[src/rtl/vrased_pkg.sv]
// vrased_pkg: shared FSM state type and memory-map constants for the reset sequencer.
package vrased_pkg;
    typedef enum logic [1:0] {
        RUN   = 2'd0,
        HOLD  = 2'd1,
        DRAIN = 2'd2,
        BOOT  = 2'd3
    } state_t;

    localparam logic [15:0] SMEM_BASE     = 16'hE000;
    localparam logic [15:0] SMEM_SIZE     = 16'h1000;
    localparam logic [15:0] RESET_HANDLER = 16'hFFFE;
    localparam logic [15:0] CLR_ADDR      = 16'h0190;

    // Offset compare keeps the upper bound from wrapping if SMEM ends at 16'hFFFF.
    function automatic logic in_smem(input logic [15:0] addr);
        logic [15:0] w_off;
        w_off = addr - SMEM_BASE;
        return (addr >= SMEM_BASE) && (w_off < SMEM_SIZE);
    endfunction
endpackage

[src/rtl/rst_hold_cnt.sv]
// rst_hold_cnt: loadable up/down counter with zero flag; saturates instead of wrapping.
module rst_hold_cnt #(
    parameter int             W       = 8,
    parameter logic [W-1:0]   RST_VAL = '0
) (
    input  logic         clk,
    input  logic         reset,
    input  logic         i_load,
    input  logic [W-1:0] i_load_val,
    input  logic         i_en,
    input  logic         i_up,
    output logic [W-1:0] o_cnt,
    output logic         o_zero
);
    logic [W-1:0] r_cnt;
    logic         w_at_max;

    assign w_at_max = &r_cnt;
    assign o_cnt    = r_cnt;
    assign o_zero   = (r_cnt == '0);

    always_ff @(posedge clk) begin
        if (reset)
            r_cnt <= RST_VAL;
        else if (i_load)
            r_cnt <= i_load_val;
        else if (i_en && i_up && !w_at_max)
            r_cnt <= r_cnt + 1'b1;
        else if (i_en && !i_up && !o_zero)
            r_cnt <= r_cnt - 1'b1;
    end
endmodule

[src/rtl/reset_sequencer.sv]
// reset_sequencer: ORs monitor reset requests, holds the MCU in reset, then waits for the
// reset-vector fetch; records cause, a saturating reset count and a sticky proof-of-reset flag.
module reset_sequencer
    import vrased_pkg::*;
#(
    parameter int NUM_SRC      = 4,
    parameter int HOLD_CYCLES  = 8,
    parameter int BOOT_TIMEOUT = 64
) (
    input  logic               clk,
    input  logic               reset,
    input  logic [NUM_SRC-1:0] req,
    input  logic [15:0]        pc,
    input  logic [15:0]        data_addr,
    input  logic               data_wr,
    output logic               cpu_rst,
    output logic [NUM_SRC:0]   cause,
    output logic [7:0]         rst_count,
    output logic               por_flag
);
    localparam int CW = $clog2((HOLD_CYCLES > BOOT_TIMEOUT ? HOLD_CYCLES : BOOT_TIMEOUT) + 1);
    localparam logic [CW-1:0] HOLD_LOAD = CW'(HOLD_CYCLES - 1);
    localparam logic [CW-1:0] BOOT_LAST = CW'(BOOT_TIMEOUT - 1);

    state_t           r_state;
    state_t           w_next;
    logic             r_cpu_rst;
    logic [NUM_SRC:0] r_cause;
    logic [7:0]       r_rst_count;
    logic             r_por_flag;
    logic             w_req_any;
    logic             w_pc_hit;
    logic             w_timeout;
    logic             w_enter_hold;
    logic             w_clr;
    logic             w_cnt_load;
    logic [CW-1:0]    w_cnt_load_val;
    logic [CW-1:0]    w_cnt;
    logic             w_cnt_zero;

    assign w_req_any = |req;
    assign w_pc_hit  = (pc == RESET_HANDLER);
    assign w_timeout = (w_cnt == BOOT_LAST);
    assign w_clr     = data_wr && (data_addr == CLR_ADDR) && in_smem(pc);

    always_comb begin
        w_next       = r_state;
        w_enter_hold = 1'b0;
        case (r_state)
            RUN: begin
                w_next       = w_req_any ? HOLD : RUN;
                w_enter_hold = w_req_any;
            end
            HOLD:  w_next = w_cnt_zero ? (w_req_any ? DRAIN : BOOT) : HOLD;
            DRAIN: w_next = w_req_any ? DRAIN : BOOT;
            BOOT: begin
                w_next       = (w_req_any || (!w_pc_hit && w_timeout)) ? HOLD : (w_pc_hit ? RUN : BOOT);
                w_enter_hold = w_req_any || (!w_pc_hit && w_timeout);
            end
            default: w_next = HOLD;
        endcase
    end

    // One counter serves both phases: down-count through HOLD, up-count as the BOOT timer.
    assign w_cnt_load     = w_enter_hold || (w_next == BOOT && r_state != BOOT);
    assign w_cnt_load_val = w_enter_hold ? HOLD_LOAD : '0;

    rst_hold_cnt #(
        .W       (CW),
        .RST_VAL (HOLD_LOAD)
    ) u_cnt (
        .clk        (clk),
        .reset      (reset),
        .i_load     (w_cnt_load),
        .i_load_val (w_cnt_load_val),
        .i_en       (r_state == HOLD || r_state == BOOT),
        .i_up       (r_state == BOOT),
        .o_cnt      (w_cnt),
        .o_zero     (w_cnt_zero)
    );

    always_ff @(posedge clk) begin
        if (reset) begin
            r_state     <= HOLD;
            r_cpu_rst   <= 1'b1;
            r_cause     <= '0;
            r_rst_count <= 8'd0;
            r_por_flag  <= 1'b1;
        end else begin
            r_state   <= w_next;
            r_cpu_rst <= (w_next == HOLD) || (w_next == DRAIN);
            // Only the BOOT timeout enters HOLD with req==0, so the MSB marks exactly that case.
            if (w_enter_hold)
                r_cause <= {~w_req_any, req};
            else if (r_state == HOLD || r_state == DRAIN)
                r_cause <= r_cause | {1'b0, req};
            if (w_enter_hold && r_rst_count != 8'hFF)
                r_rst_count <= r_rst_count + 8'd1;
            r_por_flag <= w_enter_hold ? 1'b1 : (w_clr ? 1'b0 : r_por_flag);
        end
    end

    assign cpu_rst   = r_cpu_rst;
    assign cause     = r_cause;
    assign rst_count = r_rst_count;
    assign por_flag  = r_por_flag;
endmodule

[config.mk]
export PLATFORM = sky130hd
export DESIGN_NAME = reset_sequencer
export DESIGN_NICKNAME = d
export VERILOG_FILES = /design/src/rtl/vrased_pkg.sv /design/src/rtl/rst_hold_cnt.sv /design/src/rtl/reset_sequencer.sv
export SDC_FILE = /design/constraint.sdc
export NUM_CORES = 1
export LEC_CHECK = 0
export BUFFER_PORTS_ARGS = -buffer_cell sky130_fd_sc_hd__buf_2
export CAP_MARGIN = 20
export CORE_AREA = 2 2 79 81
export CTS_CLUSTER_DIAMETER = 120
export DETAILED_ROUTE_END_ITERATION = 10
export DIE_AREA = 0 0 81 83
export PLACE_DENSITY = 0.48
export SLEW_MARGIN = 0
export SYNTH_ARGS = -nofsm -noshare
export SYNTH_HDL_FRONTEND = slang
export SYNTH_SLANG_ARGS = --single-unit
[constraint.sdc]
create_clock -name clk -period 6.7 [get_ports clk]
set_input_delay 1.34 -clock clk [delete_from_list [all_inputs] [get_ports clk]]
set_output_delay 1.34 -clock clk [all_outputs]
set_load 0.005 [all_outputs]
==> results of run 1 <==
-- power breakdown --
part | internal, W | total, W | switching (W) | leakage, nW
sequential | 0.000155 | 0.000171 | 0.0000159 | 0.196
clock | 0.0000402 | 0.0000853 | 0.0000451 | 0.0216
combinational | 0.0000660 | 0.000132 | 0.0000662 | 0.678
-- final timing paths --
path | startpoint | to | slack, ns | cells after the start
worst min register to register | por_flag | por_flag | 0.47 | 2
worst max register to register | u_cnt.o_cnt[0] | u_cnt.o_cnt[6] | 3.80 | 8
worst max-delay path | pc[0] | u_cnt.o_cnt[6] | 3.64 | 10
worst min-delay path | por_flag | por_flag | 0.47 | 2
-- sequential cells by signal, indices dropped and copies added (netlist names) --
register,cells
cause,5
cpu_rst,1
por_flag,1
r_state,2
rst_count,8
u_cnt.o_cnt,7
-- cells by family after synthesis --
kind of cell / share of synthesized area (%)
flip-flops: 28.0
AND/OR/NAND/NOR: 27.9
adder cells (fa/ha/maj): 10.6
buffers and inverters: 3.13
XOR/XNOR: 1.53
multiplexers: 7.57
AO/OA/AOI/OAI: 21.3
-- stage by stage --
| step | cells | hold WS (ns) | utilization [%] | setup slack (ns) | total power [W] |
|---|---|---|---|---|---|
| 2_1_floorplan | 194 | 0.456 | - | 3.73 | 0.000269 |
| 3_3_place_gp | 318 | 0.455 | 35.4 | 3.46 | 0.000309 |
| 3_5_place_dp | 318 | 0.461 | 35.4 | 3.39 | 0.000306 |
| 4_1_cts | 321 | 0.476 | 36.1 | 3.66 | 0.000394 |
| 5_1_grt | 321 | 0.503 | 36.1 | 3.45 | 0.000420 |
| 6_report | 321 | 0.468 | 36.1 | 3.64 | 0.000388 |
-- synthesized netlist by cell type (2+ instances only) --
| cell | number | area [um2] |
|---|---|---|
| a211oi_1 | 3 | 22.5 |
| a21o_1 | 3 | 22.5 |
| a21oi_1 | 8 | 40.0 |
| a22o_1 | 5 | 43.8 |
| a311oi_1 | 2 | 17.5 |
| a31o_2 | 2 | 17.5 |
| a31oi_1 | 3 | 18.8 |
| and2_1 | 2 | 12.5 |
| clkbuf_1 | 2 | 7.51 |
| dfxtp_1 | 24 | 480 |
| ha_1 | 13 | 163 |
| inv_1 | 10 | 37.5 |
| mux2_1 | 4 | 45.0 |
| mux2i_1 | 7 | 70.1 |
| nand2_1 | 12 | 45.0 |
| nand2b_1 | 2 | 12.5 |
| nand3_1 | 3 | 15.0 |
| nand4_1 | 4 | 25.0 |
| nand4b_1 | 2 | 17.5 |
| nor2_1 | 18 | 67.6 |
| nor2b_1 | 7 | 43.8 |
| nor3_1 | 6 | 30.0 |
| nor4_1 | 3 | 18.8 |
| nor4b_1 | 3 | 26.3 |
| o211ai_1 | 2 | 15.0 |
| o21ai_0 | 8 | 40.0 |
| o31ai_1 | 2 | 15.0 |
| or4_1 | 2 | 15.0 |
| or4_4 | 2 | 22.5 |
| xnor2_1 | 2 | 17.5 |
-- cell type report --
type | instances | area (um2)
flip-flops and latches | 24 | 480
clock buffers | 3 | 41.3
multi-input cells | 156 | 1180
fillers | 644 | 3710
well taps | 75 | 93.8
inverters | 10 | 37.5
repair buffers | 53 | 265
-- layer usage --
layer	GRT usage (%)	vias to the layer above	part of all wire, %
met3	1.85	8	3.0
met2	19.8	27	43
li1	-	843	-
met4	4.47	0	1.9
met5	0	-	0
met1	19.6	727	52
-- placed cells by master (no fill, tap or decap), drive strengths merged, types with 2 or more instances in the layout --
master,n
nor4,5
clkbuf,3
nor2b,7
o211ai,2
or4,4
mux2i,7
buf,53
o21ai,10
nor4b,4
xnor2,2
a211oi,3
nor2,18
nand4b,2
a22o,5
a21oi,8
o31ai,3
inv,10
nand3,4
and2,2
nor3,6
nand4,5
nand2,13
dfxtp,24
ha,13
a311oi,2
a31oi,3
nand2b,2
or2,2
mux2,5
a31o,2
a21o,3
-- critical path, stage by stage --
cell and delay, ns:
buf_2 0.09, nand4b_1 0.17, nor3_1 0.38, a31oi_1 0.16
o22a_1 0.22, ha_1 0.19, nor2b_1 0.15, inv_1 0.07
o311ai_1 0.18, a311oi_1 0.27
==> results_dict.tcl, run 1 <==
set metrics [dict create \
    status "complete, no violations" \
    path_max_fanout 4 \
    synthToLayoutAreaGrowth_pct 22.4 \
    tns_ns 0 \
    layout.nets 301 \
    cts.clk_slew.worst_paths_ns 0.09 \
    wl_per_cell_um 13.1 \
    ant_nets 0 \
    core_um2 5820 \
    synth_edf_count 0 \
    fin_crit_ns 3.06 \
    die_area_um2 6720 \
    min_period_over_period_pct 45.7 \
    cap_violations 0 \
    dp_hpwl_mm 3.36 \
    drc_errors 0 \
    finClkSkew_ns 0.00622 \
    worstPathArrival_ns 3.23 \
    synth_cells 194 \
    setup_viol 0 \
    start_kind "primary input" \
    synth-seq-cells 24 \
    grt_max_degree 18 \
    firstDrtPassIters 4 \
    gp_congestion 0.784 \
    cts_hold_buf 0 \
    antenna_found_initial 0 \
    grt_use_total_pct 13.4 \
    design_area_um2 2100 \
    viasPerCell 5.00 \
    cts_resized 0 \
    rsz0062_at_grt "false" \
    h-tree-depth 1 \
    clockRootBuffer "clkbuf_8" \
    cts_made_buffers 3 \
    cts_tree "built" \
    drtIter0Drc 30 \
    rows 28 \
    synth_fp_nets 247 \
    fmax_mhz 326 \
    clockBufferDepth 2 \
    cts_num_sinks 24 \
    slew-limit-headroom_pct 52.9 \
    netlist_area_um2 1720 \
    cts_setup_buffers 0 \
    crit_required_ns 6.87 \
    synthDistinctLibCells 58 \
    slew_violations 0 \
    ir_worst_vdd_uv 76.0 \
    leakage_nw 0.895 \
    place_area_um2 2060 \
    initial_core_util_pct 29.5 \
    routed_wl_mm 4.22 \
    ys_warn_count 0 \
    syn_avg_cell_area_um2 8.86 \
    cp-end-kind "flop" \
    synthArstFlopShare_pct 0 \
    tightest_slew_ns 0.702 \
    io_buffers 53 \
    dieHeight_um 83 \
    clock_latency_ns 0.26 \
    power_density_nw_per_um2 185 \
    hp-class "reg -> reg" \
    io_pins 54 \
    grt-ovfl-total 0 \
    yosysSeqAreaShare_pct 28.0 \
    grt_pass1_vias 1541 \
    synth_ff_type "dfxtp_1" \
    vias 1605 \
    n_antenna_cell 0 \
    die_x_um 81 \
    final_layout_size_suffix_gt1_share_pct 29.7 \
    grt_pass1_wl_mm 7.31 \
    hold_violations 0 \
    crit_type "in -> reg" \
]
No activity file was read; power rests on OpenSTA's default activity.
==> run 2: changes to the inputs <==
==> constraint.sdc (replaced) <==
create_clock -name clk -period 3.02 [get_ports clk]
set_input_delay 0.604 -clock clk [delete_from_list [all_inputs] [get_ports clk]]
set_output_delay 0.604 -clock clk [all_outputs]
set_load 0.005 [all_outputs]
==> run 2 against run 1 <==
Cell area is 1.7% higher. Global-route usage is 0.35 points higher. Die area stayed put. Cell count is 1.2% higher. Worst hold slack better by 0.00069 ns. Critical path type is now reg -> reg. Register-to-register slack worse by 3.4 ns. Routed wire length is 1.4% higher. Setup slack worse by 3.3 ns. Combinational power is 120% higher. Non-clock buffer count is 3 higher. Sequential power is 120% higher. Largest cell class unchanged. Clock power grew to 2.6 times the previous value.
==> results_dict.tcl, run 2 (synthesized netlist as in run 1, its figures left out) <==
set metrics [dict create \
    path_max_fanout 6 \
    cts_num_sinks 24 \
    final_cell_mix "buf_2 (53), dfxtp_1 (24), nor2_1 (18)" \
    cts_hold_buf 0 \
    hp-class "reg -> reg" \
    h-tree-depth 1 \
    slew_violations 0 \
    r2r_end "u_cnt.o_cnt[6]" \
    grt_max_degree 18 \
    slew-limit-headroom_pct 58.7 \
    cp-startpoint "u_cnt.o_cnt[0]" \
    cts.clk_slew.worst_paths_ns 0.09 \
    internal_power_w 0.000607 \
    design_area_um2 2140 \
    cts_resized 0 \
    status "complete, no violations" \
    dieHeight_um 83 \
    r2r_slack_ns 0.39 \
    n_antenna_cell 0 \
    timing.hold.ws_ns 0.469 \
    pwr-share-clk_pct 24.6 \
    clock_latency_ns 0.26 \
    grt_use_total_pct 13.7 \
    io_pins 54 \
    ir_worst_vdd_uv 151 \
    rows 28 \
    grt_pass1_wl_mm 7.56 \
    leakage_nw 0.918 \
    layout.nets 304 \
    cp-end-kind "flop" \
    cts_tree "built" \
    total_power_w 0.000890 \
    fin_crit_ns 2.63 \
    firstDrtPassIters 4 \
    grt_pass1_vias 1588 \
    synthToLayoutAreaGrowth_pct 24.5 \
    core_um2 5820 \
    place_area_um2 2080 \
    power_switching_share_pct 31.8 \
    worst_r2r_startpoint "u_cnt.o_cnt[0]" \
    setup_slack_ns 0.385 \
    final_common_cell "buf_2" \
    vias 1598 \
    clockBufferDepth 2 \
    rr_worst_depth 8 \
    final_layout_size_suffix_gt1_share_pct 30.8 \
    clockRootBuffer "clkbuf_8" \
    cts_setup_buffers 0 \
    gp_congestion 0.726 \
    crit_required_ns 3.19 \
    crit_type "reg -> reg" \
    fill_cells 639 \
    tns_ns 0 \
    regArea_um2 480 \
    io_buffers 53 \
    grt-ovfl-total 0 \
    endpoint "u_cnt.o_cnt[6]" \
    dp_hpwl_mm 3.45 \
    antenna_found_initial 0 \
    start_kind "flop" \
    ant_nets 0 \
    initial_core_util_pct 29.5 \
    fmax_mhz 380 \
    power_switching_w 0.000284 \
    power_density_nw_per_um2 416 \
    largest_reg_flops 8 \
    viasPerCell 4.92 \
    die_x_um 81 \
    die_area_um2 6720 \
    wl_per_cell_um 13.2 \
    setup_viol 0 \
    tightest_slew_ns 0.610 \
    multi_input_area_um2 1180 \
    cap_violations 0 \
    routed_wl_mm 4.28 \
    pwr-share-seq_pct 42.6 \
    drtIter0Drc 78 \
    pre_cts_ws_ns 0.290 \
    pwr-share-comb_pct 32.9 \
    finClkSkew_ns 0.00674 \
    rsz0062_at_grt "false" \
    min_period_over_period_pct 87.2 \
    cts_made_buffers 3 \
    hold_violations 0 \
    worstPathArrival_ns 2.81 \
    drc_errors 0 \
]
run 2: power groups by stage:
stage	registers [W]	logic [W]	clock network, W
finish	0.000379	0.000293	0.000219
CTS	0.000379	0.000294	0.000230
global placement	0.000387	0.000294	0
floorplan	0.000379	0.000218	0
detailed placement	0.000386	0.000291	0
global route	0.000384	0.000335	0.000241
run 2: worst min-delay path by stage:
stage,startpoint,endpoint,slack [ns],depth (start not counted)
global placement,por_flag,por_flag,0.46,2
CTS,por_flag,por_flag,0.48,2
detailed placement,por_flag,por_flag,0.46,2
floorplan,por_flag,por_flag,0.46,2
global route,cause[2],cause[2],0.51,1
finish,por_flag,por_flag,0.47,2
run 2: cell type report:
type	instances	area share, %
Inverter	10	1.76
Sequential cell	24	22.5
Clock buffer	4	2.57
Multi-Input combinational cell	156	55.4
Tap cell	75	4.39
Timing Repair Buffer	56	13.5
run 2: critical path, cell delays in order, from the launching register on:
cell and delay (ns):
dfxtp_1 0.53, nand4_2 0.22, o31ai_2 0.45, ha_1 0.38, a211oi_1 0.30, o21bai_1 0.12, a21oi_1 0.18, xnor2_1 0.10
a311oi_1 0.26
run 2: stage by stage:
step | utilization, % | cells
after floorplan | - | 194
after global placement | 35.8 | 321
after detailed placement | 35.8 | 321
after CTS | 36.8 | 325
after global routing | 36.8 | 325
final | 36.8 | 325
run 2: routing by layer:
layer  GRT usage, %  wire [um]  up-vias
met5              0          0        -
met4           2.77         21        0
met3           1.41         76        2
met2           22.5       2010       17
met1           19.3       2170      737
li1               -          -      842
==> run 3: changes to the inputs <==
--- a/config.mk
+++ b/config.mk
@@ -7,11 +7,11 @@
 export LEC_CHECK = 0
 export BUFFER_PORTS_ARGS = -buffer_cell sky130_fd_sc_hd__buf_2
 export CAP_MARGIN = 20
-export CORE_AREA = 2 2 79 81
+export CORE_AREA = 2 2 57 113
 export CTS_CLUSTER_DIAMETER = 120
 export DETAILED_ROUTE_END_ITERATION = 10
-export DIE_AREA = 0 0 81 83
-export PLACE_DENSITY = 0.48
+export DIE_AREA = 0 0 59 115
+export PLACE_DENSITY = 0.49
 export SLEW_MARGIN = 0
 export SYNTH_ARGS = -nofsm -noshare
 export SYNTH_HDL_FRONTEND = slang
==> constraint.sdc (replaced) <==
create_clock -name clk -period 2.41 [get_ports clk]
set_input_delay 0.482 -clock clk [delete_from_list [all_inputs] [get_ports clk]]
set_output_delay 0.482 -clock clk [all_outputs]
set_load 0.005 [all_outputs]
==> run 3 against run 2 <==
Sequential share of layout area down 1.5 points. Global-route usage up 0.11 points. Worst hold slack worse by 0.0067 ns. Die area up 0.92%. Critical endpoint unchanged. Critical path depth up 1. Cell area up 8.8%.
==> results_dict.tcl, run 3 (synthesized netlist as in run 1, its figures left out) <==
set metrics [dict create \
    h-tree-depth 1 \
    multi_input_area_um2 1220 \
    stdcell_count 327 \
    r2r_end "u_cnt.o_cnt[6]" \
    clockRootBuffer "clkbuf_16" \
    path_cells "or4_4 > o41ai_2 > a22oi_1 > o22a_1 > ha_2 > nor2b_4 > inv_2 > o311ai_4 > a311oi_1" \
    cp-startpoint "u_cnt.o_cnt[4]" \
    clockBufferDepth 2 \
    drtIter0Drc 93 \
    postLayoutCoreUtil_pct 39.4 \
    final_layout_size_suffix_gt1_share_pct 37.1 \
    rr_worst_depth 9 \
    start_kind "flop" \
    drc_errors 0 \
    ant_nets 0 \
    finClkSkew_ns 0.00825 \
    setup_slack_ns 0.0163 \
    slew-limit-headroom_pct 65.8 \
    dp_cells 319 \
    slowest_delay_ns 0.54 \
    setup_viol 0 \
    grt_pass1_vias 1645 \
    fill_cells 601 \
    leakage_nw 1.01 \
    cap_violations 0 \
    core_um2 5910 \
    crit_buf_inv 1 \
    crit_type "reg -> reg" \
    pre_cts_ws_ns 0.0311 \
    grt_use_total_pct 13.8 \
    final_cell_mix "buf_2 (53), dfxtp_1 (22), nor2_1 (18)" \
    regArea_um2 488 \
    die_area_um2 6790 \
    hp-class "reg -> reg" \
    fin_crit_ns 2.39 \
    rows 40 \
    ir_worst_vdd_uv 231 \
    final_common_cell "buf_2" \
    antenna_found_initial 0 \
    io_pins 54 \
    die_x_um 59 \
    status "complete, no violations" \
    r2r_slack_ns 0.02 \
    crit_required_ns 2.58 \
    cts_tree "built" \
    slew_violations 0 \
    endpoint "u_cnt.o_cnt[6]" \
    gp_congestion 0.832 \
    min_period_over_period_pct 99.3 \
    layout.nets 318 \
    grt_pass1_wl_mm 7.51 \
    firstDrtPassIters 4 \
    crit_slowest_cell "or4_4" \
    io_buffers 53 \
    power_density_nw_per_um2 593 \
    grt_max_degree 18 \
    synthToLayoutAreaGrowth_pct 35.5 \
    dp_hpwl_mm 3.46 \
    fmax_mhz 418 \
    dieHeight_um 115 \
    hold_violations 0 \
    largest_reg_flops 8 \
    cp_top_family "compound AO/OA/AOI/OAI gates" \
    viasPerCell 5.26 \
    vias 1720 \
    n_antenna_cell 0 \
    clock_latency_ns 0.26 \
    cts.clk_slew.worst_paths_ns 0.06 \
    initial_core_util_pct 29.1 \
    cts_num_sinks 24 \
    routed_wl_mm 4.35 \
    worst_r2r_startpoint "u_cnt.o_cnt[4]" \
    cp-end-kind "flop" \
    worstPathArrival_ns 2.56 \
    tightest_slew_ns 0.513 \
    wl_per_cell_um 13.3 \
    timing.hold.ws_ns 0.462 \
    rsz0062_at_grt "true" \
    cts_made_buffers 3 \
    grt-ovfl-total 0 \
    path_max_fanout 4 \
    cp.depth 9 \
]
==> run 3: how the worst min path moves through the flow <==
stage,slack [ns],cells after the start,start,endpoint
after floorplan,0.46,2,por_flag,por_flag
after global placement,0.44,2,por_flag,por_flag
after detailed placement,0.45,2,por_flag,por_flag
after CTS,0.47,2,por_flag,por_flag
after global routing,0.51,2,req[2],cause[2]
final,0.46,2,por_flag,por_flag
==> run 3: final cells by class <==
| cell class | instances | share of cell area [%] |
|---|---|---|
| Inverter | 10 | 1.61 |
| Timing Repair Buffer | 70 | 16.9 |
| Clock inverter | 1 | 1.29 |
| Sequential cell | 24 | 21.0 |
| Multi-Input combinational cell | 156 | 52.6 |
| Clock buffer | 3 | 3.23 |
| Tap cell | 63 | 3.39 |
==> run 3: power breakdown <==
| group | switching (W) | total (W) | internal, W |
|---|---|---|---|
| Combinational | 0.000214 | 0.000442 | 0.000228 |
| Clock | 0.000142 | 0.000472 | 0.000330 |
| Sequential | 0.0000335 | 0.000467 | 0.000434 |
| Total | 0.000389 | 0.00138 | 0.000992 |
==> run 3: worst min-delay path, cell delays in order (launching register included) <==
cell and delay, ns:
dfxtp_1 0.31, o21ai_0 0.06, nand2_1 0.05
==> run 3: layer usage <==
layer	share of wire, %	GRT usage, %	up-vias
li1	-	-	879
met1	46	18.8	766
met2	47	21.9	66
met3	4.9	1.80	9
met4	2.3	5.30	0
met5	0	0	-
==> run 3: timing repair <==
action | in CTS | in global routing
setup buffers | 0 | 4
gates resized for setup | 0 | 11
endpoints found under the setup margin | 0 | 4
hold buffers | 0 | 0
==> run 3: metrics by stage <==
stage / area [um2] / TNS [ns] / power (W)
after floorplan: 1730 / 0 / 0.000751
after global placement: 2150 / 0 / 0.000885
after detailed placement: 2150 / 0 / 0.000887
after CTS: 2260 / 0 / 0.00136
after global routing: 2330 / -0.0885 / 0.00146
final: 2330 / 0 / 0.00138
